File: config.mk
export PLATFORM = sky130hd
export DESIGN_NAME = operand_sum_pipe
export DESIGN_NICKNAME = d
export VERILOG_FILES = /design/src/rtl/operand_sum_pipe.sv
export SDC_FILE = /design/constraint.sdc
export NUM_CORES = 1
export LEC_CHECK = 0
export ABC_AREA = 1
export CAP_MARGIN = 10
export CELL_PAD_IN_SITES_DETAIL_PLACEMENT = 0
export CELL_PAD_IN_SITES_GLOBAL_PLACEMENT = 2
export CORE_MARGIN = 10
export CORE_UTILIZATION = 26
export DETAILED_ROUTE_END_ITERATION = 8
export PLACE_DENSITY = 0.8
export RECOVER_POWER = 100
export SLEW_MARGIN = 10
export SYNTH_ARGS = -nofsm -noshare
export SYNTH_HDL_FRONTEND = slang
export SYNTH_SLANG_ARGS = --single-unit
File: constraint.sdc
create_clock -name clk -period 1.31 [get_ports clk]
set_input_delay 0.262 -clock clk [delete_from_list [all_inputs] [get_ports clk]]
set_output_delay 0.262 -clock clk [all_outputs]
set_load 0.005 [all_outputs]
File: src/rtl/operand_sum_pipe.sv
// Two-stage elastic adder pipe: stage 1 captures an (a, b) pair, stage 2 holds the
// full-width sum, and a wrapping counter tracks how many results have been delivered.
module operand_sum_pipe #(
    parameter int unsigned DW    = 4,
    parameter int unsigned CNT_W = 8
) (
    input  logic              clk,
    input  logic              rst_n,
    input  logic              in_valid,
    output logic              in_ready,
    input  logic [DW-1:0]     in_a,
    input  logic [DW-1:0]     in_b,
    output logic              out_valid,
    input  logic              out_ready,
    output logic [DW:0]       out_sum,
    output logic [CNT_W-1:0]  out_count,
    output logic              busy
);

    localparam int unsigned SW = DW + 1;

    logic          s1_valid;
    logic [DW-1:0] s1_a;
    logic [DW-1:0] s1_b;
    logic          s2_free;
    logic          s1_free;
    logic          in_fire;
    logic          xfer;
    logic          out_fire;

    // Advance conditions; in_ready follows out_ready combinationally (no skid buffer).
    always_comb begin
        s2_free  = !out_valid || out_ready;
        s1_free  = !s1_valid || s2_free;
        in_fire  = in_valid && s1_free;
        xfer     = s1_valid && s2_free;
        out_fire = out_valid && out_ready;
    end

    assign in_ready = s1_free;
    assign busy     = s1_valid || out_valid;

    // Stage 1: operand capture.
    always_ff @(posedge clk or negedge rst_n) begin
        if (!rst_n) begin
            s1_valid <= 1'b0;
            s1_a     <= '0;
            s1_b     <= '0;
        end else if (in_fire) begin
            s1_valid <= 1'b1;
            s1_a     <= in_a;
            s1_b     <= in_b;
        end else if (xfer) begin
            s1_valid <= 1'b0;
        end
    end

    // Stage 2: sum register, which is also the output register.
    always_ff @(posedge clk or negedge rst_n) begin
        if (!rst_n) begin
            out_valid <= 1'b0;
            out_sum   <= '0;
        end else if (xfer) begin
            out_valid <= 1'b1;
            out_sum   <= SW'(s1_a) + SW'(s1_b);
        end else if (out_fire) begin
            out_valid <= 1'b0;
        end
    end

    // Delivered-result counter, wraps naturally.
    always_ff @(posedge clk or negedge rst_n) begin
        if (!rst_n) begin
            out_count <= '0;
        end else if (out_fire) begin
            out_count <= out_count + CNT_W'(1);
        end
    end

endmodule

==> Word level (Yosys, flattened, before mapping) <==
Index checks and enable logic that the tools add are counted.
{ "word_totals": {"out_inout_bits": 16, "romBits": 0, "word_cells": 22, "in_bits": 12, "memories": 0, "register_bits": 23, "ram_bits": 0, "latch_bits": 0} }
{ "classes": {"bitwise_logic": 0, "n_mul": 0, "div_mod_pow": 0, "eq_ne": 0, "muxes": 4, "addsub": 2, "shifts": 0, "magnitude_cmp": 0, "reduce_logical": 10} }
{ "op_table": {"columns": ["operator", "count"], "rows": [
  ["8-bit by 1-bit adder with 8-bit output, second input constant", 1],
  ["4-bit by 4-bit adder with 5-bit output", 1],
  ["1-bit two-way mux", 4],
  ["2-bit nonzero test", 2],
  ["1-bit logical AND", 3],
  ["1-bit logical OR", 3],
  ["1-bit logical NOT", 2]
]} }

==> Longest topological paths before layout <==
{ "logic_depth": {"ltp_word": 5, "mapped_depth": 6, "mapped_depth_nobuf": 6} }

==> Worst setup path before layout <==
OpenSTA, ideal clock, no wires.
{ "synth_timing": {"path_type": "register to register", "startpoint": "register s1_a[0]", "endpoint": "register out_sum[4]", "path_slack_ns": 0.053, "t_arrival_ns": 1.179, "path_stages_with_launch": 7, "setup_ns": 0.077, "path_cell_list": "dfrtp_1 ha_1 inv_1 fa_1 nor2_1 o21ai_0 a21oi_1"} }
{ "synth_between": {"elab_chain_cells": 1} }
{ "synth_lines": {"columns": ["item", "line", "text"], "rows": [
  ["from (decl)", "23", "logic [DW-1:0] s1_a;"],
  ["from (signal assigned)", "51", "s1_a <= in_a;"],
  ["4-bit by 4-bit adder with 5-bit output", "65", "out_sum <= SW'(s1_a) + SW'(s1_b);"],
  ["to (signal assigned)", "65", null],
  ["to (decl)", "15", "output logic [DW:0] out_sum,"]
]} }
No other way between the ends.
A chain may end at the register's enable or synchronous reset.

==> Worst setup path in the final report <==
{ "layout_timing": {"startpoint": "register out_valid", "endpoint": "output busy"} }
{ "layout_between": {"elab_chain_cells": 1} }
{ "layout_lines": {"columns": ["item", "line", "text"], "rows": [
  ["from (decl)", "13", "output logic out_valid,"],
  ["from (signal assigned)", "61", "out_valid <= 1'b0;"],
  ["from (signal assigned)", "64", "out_valid <= 1'b1;"],
  ["from (signal assigned)", "67", "out_valid <= 1'b0;"],
  ["1-bit logical OR", "41", "assign busy = s1_valid || out_valid;"],
  ["to (decl)", "17", "output logic busy"]
]} }
No other way between the ends.

==> results.cfg <==
[outcome]
status = complete, but fails checks
violations = negative setup slack

[placed_design]
gp_congestion = 0.7188
io_buffers = 27
place_ws_ns = -0.3709
place_inst = 205
dpl.hpwl_um = 1991
placed_area_um2 = 1513

[power_and_ir_drop]
p_int_mw = 1.798
p_seq_share_pct = 39.2
p_leak_nw = 0.8413
clkPwrFrac_pct = 16.1
swShare_pct = 33.25
power_mw = 2.693
ir_drop_mv = 0.5524
combinationalPowerShare_pct = 44.7
power_density_nw_per_um2 = 1667
p_switching_mw = 0.8955

[clock_tree]
tritoncts = yes
clkTransAtPathRegs_ns = 0.08
hold_buffers = 0
htreeDepth = 1
clk_path_buf_depth = 2
numCtsBuffers = 3
root_buffer = clkbuf_8
clkLatencyLatePin_ns = 0.26
cts_sinks = 23

[global_route]
antenna_found_initial = 0
grt_pass1_wl_um = 4747
track_usage_pct = 7.809
grt_max_degree = 24
gr-total-overflow = 0
grt_pass1_vias = 1062

[min_path]
hold_path_class = in2reg
min_delay_worst_endpoint = out_count[0]$_DFFE_PN0P_
worstHoldStart = out_ready
min_delay_path_depth = 4

[die]
dieHeight_um = 85.52
die-area_um2 = 7313
ios = 28
rows = 23
die_x_um = 85.52
fp.coreArea_um2 = 4086
start_util_pct = 27.31

[final_layout]
drive_gt1_share_pct = 24.40
num-fill-cells = 419
stdcell_area_um2 = 1615
area_growth_pct = 44.73
fin_nets = 187
diodes = 0
finalNonFillerCells = 218
finish.utilization_pct = 39.53

[sta]
finalMaxSlewViolations = 0
period_minus_slack_ns = 1.362
hold_viol_final = 0
holdWs_ns = 0.4380
fin_crit_sh_pct = 103.9
setup_viol = 2
rsz0062_at_grt = yes
tightest_slew_ns = 0.5837
fin_skew_ns = 0.001089
final.setup.tns_ns = -0.05988
fmax_mhz = 734.4
fin_ws_ns = -0.05173
relSlewSlack_pct = 61.09

[synth]
synth_fp_nets = 137
synth.area.top_cells = dfrtp_1, nand2_1, ha_1
syn-mean-instance-area_um2 = 9.379
synth_cell_types = 21
yosysMostFrequentCell = nand2_1
synth_edf_count = 0
synth_seq_cells = 23
ys_seq_area_share_pct = 51.57
synth_ff_type = dfrtp_1
synthCells = 119
synth_top_cell_by_area = dfrtp_1
async_reset_ff_share_pct = 100.0
synth_top_area_share_pct = 51.57
synth_common_cells = nand2_1, dfrtp_1, inv_1
netlist_area_um2 = 1116
synth-warning-count = 0

[route]
ant_nets = 0
via_count = 933
drt-pass1-iter-count = 2
drc = 0
viasPerCell = 4.280
first_iter_violations = 17
wl_per_cell_um = 11.63
wirelength_um = 2535

[setup_path]
worstPathCellList = buf_6 -> or2_4 -> buf_6
path_max_fanout = 2
start_kind = register
cpPeakStageDelay_ns = 0.40
reg2reg_from = s1_a[0]$_DFFE_PN0P_
reg2reg_depth = 6
reg2reg_slack_ns = -0.01
cp.required_ns = 1.05
cp_slowest_cell = dfrtp_1
cp-end-kind = primary output
crit_path_frequent_cell = buf_6
r2r_end = out_sum[4]$_DFFE_PN0P_
criticalPathCategory = reg2out
worstPathArrival_ns = 1.10

[flow_run]
cap_violations = 0
## metal layers
layer | GRT usage [%] | part of all wire (%)
met5 | 0 | 0
met4 | 2.545 | 1.2
met3 | 4.163 | 9.0
met2 | 13.90 | 48
met1 | 7.561 | 42
## power groups by stage
stage,combinational [mW],clock [mW],sequential [mW]
finish,1.20,0.433,1.06
global route,1.38,0.489,1.10
CTS,1.22,0.461,1.06
detailed placement,1.12,0,1.12
global placement,1.09,0,1.11
floorplan,0.450,0,1.14
## worst max-delay path: cells and delay by family (launching register included)
kind	cells	cell delay, ns
flops	1	0.40
buf+inv	2	0.23
simple gates	1	0.22
## registers in the layout (all words and copies together), names as in the netlist
| name | cells |
|---|---|
| out_count | 8 |
| out_sum | 5 |
| out_valid | 1 |
| s1_a | 4 |
| s1_b | 4 |
| s1_valid | 1 |
## worst max path at each step
stage | start | depth (start not counted) | slack, ns | endpoint
6_report | out_valid$_DFFE_PN0P_ | 3 | -0.05 | busy
5_1_grt | s1_b[0]$_DFFE_PN0P_ | 6 | -0.11 | out_sum[4]$_DFFE_PN0P_
4_1_cts | out_valid$_DFFE_PN0P_ | 3 | -0.06 | busy
3_5_place_dp | out_ready | 4 | -0.37 | in_ready
3_3_place_gp | out_ready | 4 | -0.37 | in_ready
2_1_floorplan | s1_a[0]$_DFFE_PN0P_ | 6 | 0.05 | out_sum[4]$_DFFE_PN0P_
## logic make-up after synthesis
group	after synthesis	synth area share [%]
AOI/OAI and AO/OA	8	3.924
muxes	1	1.009
DFF	23	51.57
buffers and inverters	16	6.053
xor gates and xnor gates	6	4.708
adders and majority gates	6	7.399
and+or+nand+nor	59	25.34
## final cells by class
| class | instances | area [um2] | share of cell area, % |
|---|---|---|---|
| flip-flops and latches | 23 | 575.6 | 35.63 |
| clock inverters | 1 | 5.005 | 0.3098 |
| well taps | 50 | 62.56 | 3.873 |
| multi-input cells | 80 | 480.5 | 29.74 |
| inverters | 15 | 56.30 | 3.486 |
| repair buffers | 46 | 394.1 | 24.40 |
| clock buffers | 3 | 41.29 | 2.556 |
## cell usage in the layout, fill, tap and decap left out
master / count
nand3_1: 12
nand2_2: 3
xor2_1: 4
clkinv_2: 1
o21ai_2: 1
nand3_2: 1
nand2_1: 30
nand4_1: 2
nor2_2: 2
clkbuf_1: 1
ha_2: 1
buf_4: 16
dlygate4sd3_1: 1
clkdlybuf4s50_1: 9
o21ai_1: 2
a21oi_1: 3
buf_6: 3
dlymetal6s2s_1: 1
inv_1: 13
clkbuf_2: 2
dlygate4sd2_1: 13
nor2_1: 8
mux2_2: 1
inv_2: 2
dfrtp_1: 23
a21oi_2: 2
clkbuf_8: 3
ha_1: 3
xnor2_1: 2
ha_4: 1
fa_2: 1
or2_4: 1
## what timing repair did
item                       CTS  global route
setup buffers                9             0
gates resized for setup     31             9
cloned                       0             0
setup endpoints to repair   19             7
pin swaps                    0             1
Power figures use the tool's default switching activity.
